### src/rtl/cpu_csr.sv
// AXI4 burst-capable slave exposing 8 x 32-bit CSRs; independent write and read FSMs.
// Optional CPU_CSR_ID_REG_EN: register 7 becomes read-only and returns ID_VALUE.
module cpu_csr #(
  parameter int          ADDR_W   = 5,
  parameter int          DATA_W   = 32,
  parameter int          ID_W     = 5,
  parameter logic [31:0] ID_VALUE = 32'hC5C0_0001
) (
  input  logic                s_aclk,
  input  logic                s_areset,
  input  logic [ADDR_W-1:0]   s_axi_awaddr,
  input  logic [1:0]          s_axi_awburst,
  input  logic [ID_W-1:0]     s_axi_awid,
  input  logic [7:0]          s_axi_awlen,
  input  logic [2:0]          s_axi_awsize,
  input  logic                s_axi_awvalid,
  output logic                s_axi_awready,
  input  logic [DATA_W-1:0]   s_axi_wdata,
  input  logic [DATA_W/8-1:0] s_axi_wstrb,
  input  logic                s_axi_wlast,
  input  logic                s_axi_wvalid,
  output logic                s_axi_wready,
  output logic [ID_W-1:0]     s_axi_bid,
  output logic [1:0]          s_axi_bresp,
  output logic                s_axi_bvalid,
  input  logic [ADDR_W-1:0]   s_axi_araddr,
  input  logic [1:0]          s_axi_arburst,
  input  logic [ID_W-1:0]     s_axi_arid,
  input  logic [7:0]          s_axi_arlen,
  input  logic [2:0]          s_axi_arsize,
  input  logic                s_axi_arvalid,
  output logic                s_axi_arready,
  output logic [DATA_W-1:0]   s_axi_rdata,
  output logic [ID_W-1:0]     s_axi_rid,
  output logic [1:0]          s_axi_rresp,
  output logic                s_axi_rlast,
  output logic                s_axi_rvalid
);

  localparam int                NREG        = 2 ** (ADDR_W - 2);
  localparam logic [ADDR_W-3:0] ID_IDX      = ADDR_W'(NREG - 1) >> 0;
  localparam logic [1:0]        BURST_FIXED = 2'b00;
  localparam logic [2:0]        SIZE_W4     = 3'b010;
  localparam logic [1:0]        RESP_OKAY   = 2'b00;
  localparam logic [1:0]        RESP_SLVERR = 2'b10;
  localparam logic [1:0]        W_IDLE      = 2'd0;
  localparam logic [1:0]        W_DATA      = 2'd1;
  localparam logic [1:0]        W_RESP      = 2'd2;
  localparam logic [0:0]        R_IDLE      = 1'b0;
  localparam logic [0:0]        R_DATA      = 1'b1;

  function automatic logic [ADDR_W-1:0] next_addr(input logic [ADDR_W-1:0] a,
                                                  input logic [1:0] burst);
    return (burst == BURST_FIXED) ? a : a + ADDR_W'(4);
  endfunction

  logic [DATA_W-1:0] regs_q [NREG];

  logic [1:0]        wstate_q, wstate_d;
  logic [ADDR_W-1:0] waddr_q, waddr_d;
  logic [7:0]        wcnt_q, wcnt_d;
  logic [1:0]        wburst_q;
  logic [ID_W-1:0]   wid_q;
  logic              werr_q;
  logic [ADDR_W-3:0] widx;
  logic              w_beat, wr_en, id_hit_w;

  assign widx   = waddr_q[ADDR_W-1:2];
  assign w_beat = (wstate_q == W_DATA) && s_axi_wvalid;
`ifdef CPU_CSR_ID_REG_EN
  assign id_hit_w = (widx == ID_IDX);
`else
  assign id_hit_w = 1'b0;
`endif
  assign wr_en = w_beat && !werr_q && !id_hit_w;

  always_comb begin
    wstate_d = wstate_q;
    waddr_d  = waddr_q;
    wcnt_d   = wcnt_q;
    case (wstate_q)
      W_IDLE: if (s_axi_awvalid) begin
        wstate_d = W_DATA;
        waddr_d  = s_axi_awaddr;
        wcnt_d   = s_axi_awlen;
      end
      W_DATA: if (s_axi_wvalid) begin
        waddr_d = next_addr(waddr_q, wburst_q);
        if (wcnt_q == 8'd0) wstate_d = W_RESP;
        else                wcnt_d   = wcnt_q - 8'd1;
      end
      W_RESP:  wstate_d = W_IDLE;
      default: wstate_d = W_IDLE;
    endcase
  end

  always_ff @(posedge s_aclk or posedge s_areset) begin
    if (s_areset) begin
      wstate_q <= W_IDLE;
      waddr_q  <= '0;
      wcnt_q   <= '0;
      wburst_q <= '0;
      wid_q    <= '0;
      werr_q   <= 1'b0;
    end else begin
      wstate_q <= wstate_d;
      waddr_q  <= waddr_d;
      wcnt_q   <= wcnt_d;
      if (wstate_q == W_IDLE && s_axi_awvalid) begin
        wburst_q <= s_axi_awburst;
        wid_q    <= s_axi_awid;
        werr_q   <= (s_axi_awsize != SIZE_W4);
      end
    end
  end

  always_ff @(posedge s_aclk or posedge s_areset) begin
    if (s_areset) begin
      for (int i = 0; i < NREG; i++) regs_q[i] <= '0;
    end else if (wr_en) begin
      for (int b = 0; b < DATA_W / 8; b++)
        if (s_axi_wstrb[b]) regs_q[widx][8*b +: 8] <= s_axi_wdata[8*b +: 8];
    end
  end

  assign s_axi_awready = (wstate_q == W_IDLE);
  assign s_axi_wready  = (wstate_q == W_DATA);
  assign s_axi_bvalid  = (wstate_q == W_RESP);
  assign s_axi_bid     = wid_q;
  assign s_axi_bresp   = (wstate_q == W_RESP && werr_q) ? RESP_SLVERR : RESP_OKAY;

  // Read beats are preloaded: the beat on the bus at cycle N was fetched at the edge ending N-1.
  logic [0:0]        rstate_q;
  logic [ADDR_W-1:0] raddr_q, raddr_d;
  logic [7:0]        rcnt_q, rcnt_d;
  logic [1:0]        rburst_q;
  logic              rerr_q, rerr_d;
  logic              rvalid_q, rlast_q;
  logic [DATA_W-1:0] rdata_q, rd_word;
  logic [ID_W-1:0]   rid_q;
  logic [1:0]        rresp_q;
  logic              r_load;
  logic [ADDR_W-3:0] ridx;

  always_comb begin
    raddr_d = next_addr(raddr_q, rburst_q);
    rerr_d  = rerr_q;
    rcnt_d  = rcnt_q - 8'd1;
    if (rstate_q == R_IDLE) begin
      raddr_d = s_axi_araddr;
      rerr_d  = (s_axi_arsize != SIZE_W4);
      rcnt_d  = s_axi_arlen;
    end
  end

  assign r_load = (rstate_q == R_IDLE) ? s_axi_arvalid : !rlast_q;
  assign ridx   = raddr_d[ADDR_W-1:2];

  always_comb begin
    rd_word = regs_q[ridx];
`ifdef CPU_CSR_ID_REG_EN
    if (ridx == ID_IDX) rd_word = ID_VALUE;
`endif
  end

  always_ff @(posedge s_aclk or posedge s_areset) begin
    if (s_areset) begin
      rstate_q <= R_IDLE;
      raddr_q  <= '0;
      rcnt_q   <= '0;
      rburst_q <= '0;
      rerr_q   <= 1'b0;
      rvalid_q <= 1'b0;
      rlast_q  <= 1'b0;
      rdata_q  <= '0;
      rid_q    <= '0;
      rresp_q  <= RESP_OKAY;
    end else if (r_load) begin
      rstate_q <= R_DATA;
      raddr_q  <= raddr_d;
      rcnt_q   <= rcnt_d;
      rerr_q   <= rerr_d;
      rvalid_q <= 1'b1;
      rlast_q  <= (rcnt_d == 8'd0);
      rdata_q  <= rerr_d ? '0 : rd_word;
      rresp_q  <= rerr_d ? RESP_SLVERR : RESP_OKAY;
      if (rstate_q == R_IDLE) begin
        rburst_q <= s_axi_arburst;
        rid_q    <= s_axi_arid;
      end
    end else if (rstate_q == R_DATA) begin
      rstate_q <= R_IDLE;
      rvalid_q <= 1'b0;
      rlast_q  <= 1'b0;
      rdata_q  <= '0;
      rid_q    <= '0;
      rresp_q  <= RESP_OKAY;
    end
  end

  assign s_axi_arready = (rstate_q == R_IDLE);
  assign s_axi_rvalid  = rvalid_q;
  assign s_axi_rlast   = rlast_q;
  assign s_axi_rdata   = rdata_q;
  assign s_axi_rid     = rid_q;
  assign s_axi_rresp   = rresp_q;

  // wlast is informational only; beat count comes from awlen.
  logic unused_ok;
  assign unused_ok = ^{s_axi_wlast, ID_VALUE};

endmodule

### config.mk
export PLATFORM = sky130hd
export DESIGN_NAME = cpu_csr
export DESIGN_NICKNAME = d
export VERILOG_FILES = /design/src/rtl/cpu_csr.sv
export SDC_FILE = /design/constraint.sdc
export NUM_CORES = 1
export LEC_CHECK = 0
export CORE_AREA = 2 2 181 183
export DETAILED_ROUTE_END_ITERATION = 12
export DIE_AREA = 0 0 183 185
export PLACE_DENSITY = 0.7
export SETUP_SLACK_MARGIN = 0.2
export SYNTH_ARGS = -nofsm -noshare
export SYNTH_HDL_FRONTEND = slang
export SYNTH_SLANG_ARGS = --single-unit
### constraint.sdc
create_clock -name s_aclk -period 17.9 [get_ports s_aclk]
set_input_delay 5.37 -clock s_aclk [delete_from_list [all_inputs] [get_ports s_aclk]]
set_output_delay 5.37 -clock s_aclk [all_outputs]
set_load 0.05 [all_outputs]
# ---- Yosys cells after proc, flatten, opt, wreduce, memory -nomap -nowiden
# Cells that the tools add are included.
# W data, S select, Z words.
dict set report word_totals {
  out_inout_bits 52
  wordCells 119
  inputBits 88
  regBits 337
}
dict set report op_classes {
  add_sub_neg 4
  n_bitwise 3
  n_lt_le_gt_ge 3
  n_reduce_logical 20
  eq_ne 11
  n_mux 53
}
# op count
set ops {}
lappend ops {{$mux W256} 7}
lappend ops {{$bwmux W256} 4}
lappend ops {{$demux W32 S3} 4}
lappend ops {{$mux W32} 6}
lappend ops {{$bmux W32 S3} 1}
lappend ops {{$mux W5} 8}
lappend ops {{$mux W8} 5}
lappend ops {{$mux W24} 1}
lappend ops {{$logic_not A8 Y1} 2}
lappend ops {{$mux W16} 1}
lappend ops {{$pmux W8 S2} 1}
lappend ops {{$sub A8 B1 Y8 const B} 2}
lappend ops {{$mux W2} 7}
lappend ops {{$ne A2 B2 Y1 const B} 6}
lappend ops {{$add A5 B3 Y5 const B} 2}
lappend ops {{$pmux W5 S2} 1}
lappend ops {{$ge A4 B4 Y1 const B} 2}
lappend ops {{$not A3 Y4} 2}
lappend ops {{$reduce_and A4 Y1} 2}
lappend ops {{$logic_not A2 Y1} 3}
lappend ops {{$mux W1} 6}
lappend ops {{$ne A3 B2 Y1 const B} 2}
lappend ops {{$reduce_and A2 Y1} 3}
lappend ops {{$logic_and A1 B1 Y1} 5}
lappend ops {{9 further kinds} 11}

# ---- Depth between registers and ports, before layout
dict set report depth {
  ltp_word 16
  ltp_mapped 8
  ltp_nobuf 7
}

# ---- Worst setup path before layout
# OpenSTA, ideal clock, no wires.
dict set report synth_path {
  path_type {register -> output}
  start {register wstate_q[0]}
  end {output s_axi_bresp[1]}
  slack_ps 10842
  arrival_time_ps 1688
  t_required_ps 12530
  n_path_buf 0
  stages_incl_launch_ff 3
  path_cell_list {dfrtp_1 nor2b_1 and2_1}
}
dict set report synth_between {
  elab_chain_len 3
}
# element line_no
set synth_lines {}
lappend synth_lines {{from (decl)} 59} ;# logic [1:0] wstate_q, wstate_d;
lappend synth_lines {{from (signal assigned)} 106} ;# wstate_q <= wstate_d;
lappend synth_lines {{$eq A2 B2 Y1} --}
lappend synth_lines {{net s_axi_bvalid} 25} ;# output logic s_axi_bvalid,
lappend synth_lines {{$logic_and A1 B1 Y1} 130} ;# assign s_axi_bresp = (wstate_q == W_RESP && werr_q) ? RESP_SLVERR : RESP_OKAY;
lappend synth_lines {{$mux W2} 130}
lappend synth_lines {{to (decl)} 24} ;# output logic [1:0] s_axi_bresp,
# The timed path passes the listed nets, and every way through them passes these cells.

# ---- Final worst setup path
dict set report layout_path {
  start {register wstate_q[0]}
  end {output s_axi_wready}
}
dict set report layout_between {
  elab_chain_len 1
}
# element line_no
set layout_lines {}
lappend layout_lines {{$eq A2 B1 Y1} 127} ;# assign s_axi_wready = (wstate_q == W_DATA);
lappend layout_lines {{to (decl)} 22} ;# output logic s_axi_wready,
# Every way passes these cells.

==> metrics <==
status=complete, no violations; FF-to-FF Start=rstate_q$_DFF_PP0_; clock share of power=23.7%; Synth async-reset ratio=100%; Max-cap violations=0; die height=185 um; Layout area overhead=18.6%; #FFs+latches synth=332; synthesized area=15,700 um2; met1 Use GR=30.7%; Setup TNS=0 ns; Top Family by Delay on Critical Path=buffers and inverters; Synth Area in Simple Gates=8.39%; drt pass-1 iters=4; clock tree sinks=332; Reg-to-Reg End=s_axi_rdata[24]$_DFFE_PP0P_; Post-Route WL=37,300 um; layer with the highest usage=met2; CTS root buf=clkbuf_16; WHS Endpoint=rerr_q$_DFFE_PP0N_; Critical path buffers and inverters=2; r2r setup slk=14.59 ns; layout cells sized above 1=32.8%; post-layout util=58.2%; warnings from Yosys=0; CTS clk-pin slew, worst paths=0.06 ns; r2r worst-path depth=8; Worst path slowest cell=clkdlybuf4s50_1; top post-synthesis cells by area=dfrtp_1 (53%), mux2_2 (24%), nand2_1 (3.1%); initial DRC count=662; antenna violations before repair=2; Seq/Total Area, Yosys=52.8%; drt drc=0; Flop pwr share=35.4%; Post-DRT Antenna Nets=0; sw power=1260 uW; Worst Max-Slew Pin Slew=1.02 ns; Max Clock Skew=0.0290 ns; Starting Density=49.1%; Startpoint Class=flop; gr ovfl total=0; top cells by count, synth=dfrtp_1 (332), mux2_2 (329), nand2_1 (128); vias in the first global route=10,700; Final GP Congestion=0.795; Synth Area in XOR/XNOR=0.278%; Max-slew headroom=31.9%; clk buf depth=3; aggregate global-route resource usage=22.4%; CP Data Required Time=12.53 ns; Vias=10,400; Post-layout nets=1,439; post-route minimum period=8.14 ns; htree depth=2; drt wl/cell=20.9 um; Synth Area per Inst=12.8 um2; CP startpoint=wstate_q[0]$_DFFE_PP0P_; I/O pin count=140; PD cells=183 nW/um2; die width=183 um; Cells after Synth=1,227; hpwl dp=22,000 um; Min-Delay Path Class=flop to flop; hold buffer count at CTS=0; total core area=32,000 um2; CTS buffer count=37; IO buf count=132; post-synthesis adder-cell area fraction=0.398%; Post-CTS Setup Inserts=0; unrepaired setup endpoints after global routing=false; die footprint=33,900 um2; top-count cell post-synth=dfrtp_1; Gate power share=40.9%; fmax=0.123 GHz; row cnt=66; top-area cell type share of the netlist area=52.8%; Clock Latency Late Sink=0.53 ns; crit path cell chain=nand2b_1, inv_1, clkdlybuf4s50_1; hold path cells=1; number of distinct library cells after synthesis=61; vias per inst=5.80; Final Hold Fails=0; final worst path period share=45.5%; Pins Over Slew Limit=0; Final Worst Setup Slack=9.76 ns; number of synthesized flops with an enable pin=0; largest net degree at the start of global routing=131; switching part of the total=37.0%; Top FF cell, synth=dfrtp_1; global-route wire length before repair=59,200 um; post-CTS sizing=0; Setup Crit Path Kind=flop to output port; total internal power=2150 uW; Yosys top cell by area=dfrtp_1; # fillers=2,606; min-delay src=rerr_q$_DFFE_PP0N_; Critical Path AT=2.77 ns; worst slack, placed=9.30 ns; mux cell area share after synthesis=26.5%; largest family of logic cells by synthesized area=multiplexers; peak supply drop=0.200 mV; Setup-failing EPs final=0; met2 Track Usage GR=38.0%; CP Capture Type=output port; Stages on worst setup path=3; leakage=0.00871 uW; grt met3 use=2.99%; crit-path max FO=22; CP peak stage delay=0.91 ns; compound-cell area share of the yosys netlist=9.02%; TritonCTS clock tree=built
## cells by family (layout without fill, tap and decap cells)
kind of cell	after synthesis	after routing
xor gates and xnor gates	5	5
AOI/OAI and AO/OA	173	173
and+or+nand+nor	262	262
muxes	370	370
adders and majority gates	5	5
buffers and inverters	79	225
DFF	332	332
other	1	4
## cells in the final DEF (no fill, tap or decap), drive strengths merged, types with 3 or more instances in the layout
cell           synthesis  layout
clkbuf                29      50
xnor2                  4       4
and3                  32      32
bufinv                 0       5
a21oi                 21      21
nand2b                 9       9
o221ai                31      31
buf                   39      15
dfrtp                332     332
mux2i                  9       9
nor3b                  7       7
a31oi                  5       5
and2                  38      38
ha                     5       5
nand3                  8       8
o211ai                 4       4
nand2                128     128
nor2                  21      21
inv                   10      11
clkinv                 1       9
a31o                   3       3
clkinvlp               0       3
nor3                   5       5
nor2b                  4       4
clkdlybuf4s50          0     132
a22oi                 32      32
a21o                   4       4
o21ai                 30      30
mux2                 360     360
a2111oi               31      31
## registers in the layout, summed over array words and instances, names as in the netlist
name,flops
regs_q,256
rerr_q,1
s_axi_bid,5
s_axi_rvalid,1
rstate_q,1
wburst_q,2
s_axi_rdata,32
waddr_q,3
werr_q,1
wcnt_q,8
s_axi_rid,5
rcnt_q,8
s_axi_rresp,1
s_axi_rlast,1
wstate_q,2
raddr_q,3
rburst_q,2
## power by group through the flow
stage	Clock [uW]	Combinational, uW	Sequential, uW
2_1_floorplan	0	976	1270
3_3_place_gp	0	1370	1200
3_5_place_dp	0	1400	1220
4_1_cts	826	1400	1210
5_1_grt	858	1500	1240
6_report	809	1400	1210
## metal layers
metal | up-vias | share of wire (%) | routed length, um
met5 | - | 0 | 0
met4 | 0 | 1.5 | 557
met3 | 46 | 3.9 | 1460
met2 | 212 | 49 | 18100
met1 | 5342 | 46 | 17200
li1 | 4750 | - | -
## worst max path at each step
| stage | to |
|---|---|
| after floorplan | raddr_q[2]$_DFFE_PP0N_ |
| after global placement | s_axi_rdata[19]$_DFFE_PP0P_ |
| after detailed placement | regs_q[12]$_DFFE_PP0P_ |
| after CTS | s_axi_wready |
| after global routing | regs_q[78]$_DFFE_PP0P_ |
| final | s_axi_wready |
## metrics by stage
stage	instance area (um2)	power (uW)	cells	hold WS, ns
2_1_floorplan	15700	2240	1228	0.449
3_3_place_gp	17300	2570	1715	0.460
4_1_cts	18700	3430	1782	0.480
5_1_grt	18700	3600	1783	0.498
3_5_place_dp	17300	2610	1715	0.466
6_report	18700	3410	1784	0.477
## final cells by class
cell class | count | area (um2) | area share, %
sequential | 332 | 8310 | 44.5
inverter | 11 | 48.8 | 0.262
timing repair buffer | 147 | 1430 | 7.68
clock inverter | 17 | 221 | 1.19
tap | 408 | 510 | 2.74
clock buffer | 50 | 1090 | 5.83
antenna | 2 | 5.00 | 0.0268
multi-input combinational | 817 | 7040 | 37.8
No activity file was read; power rests on OpenSTA's default activity.
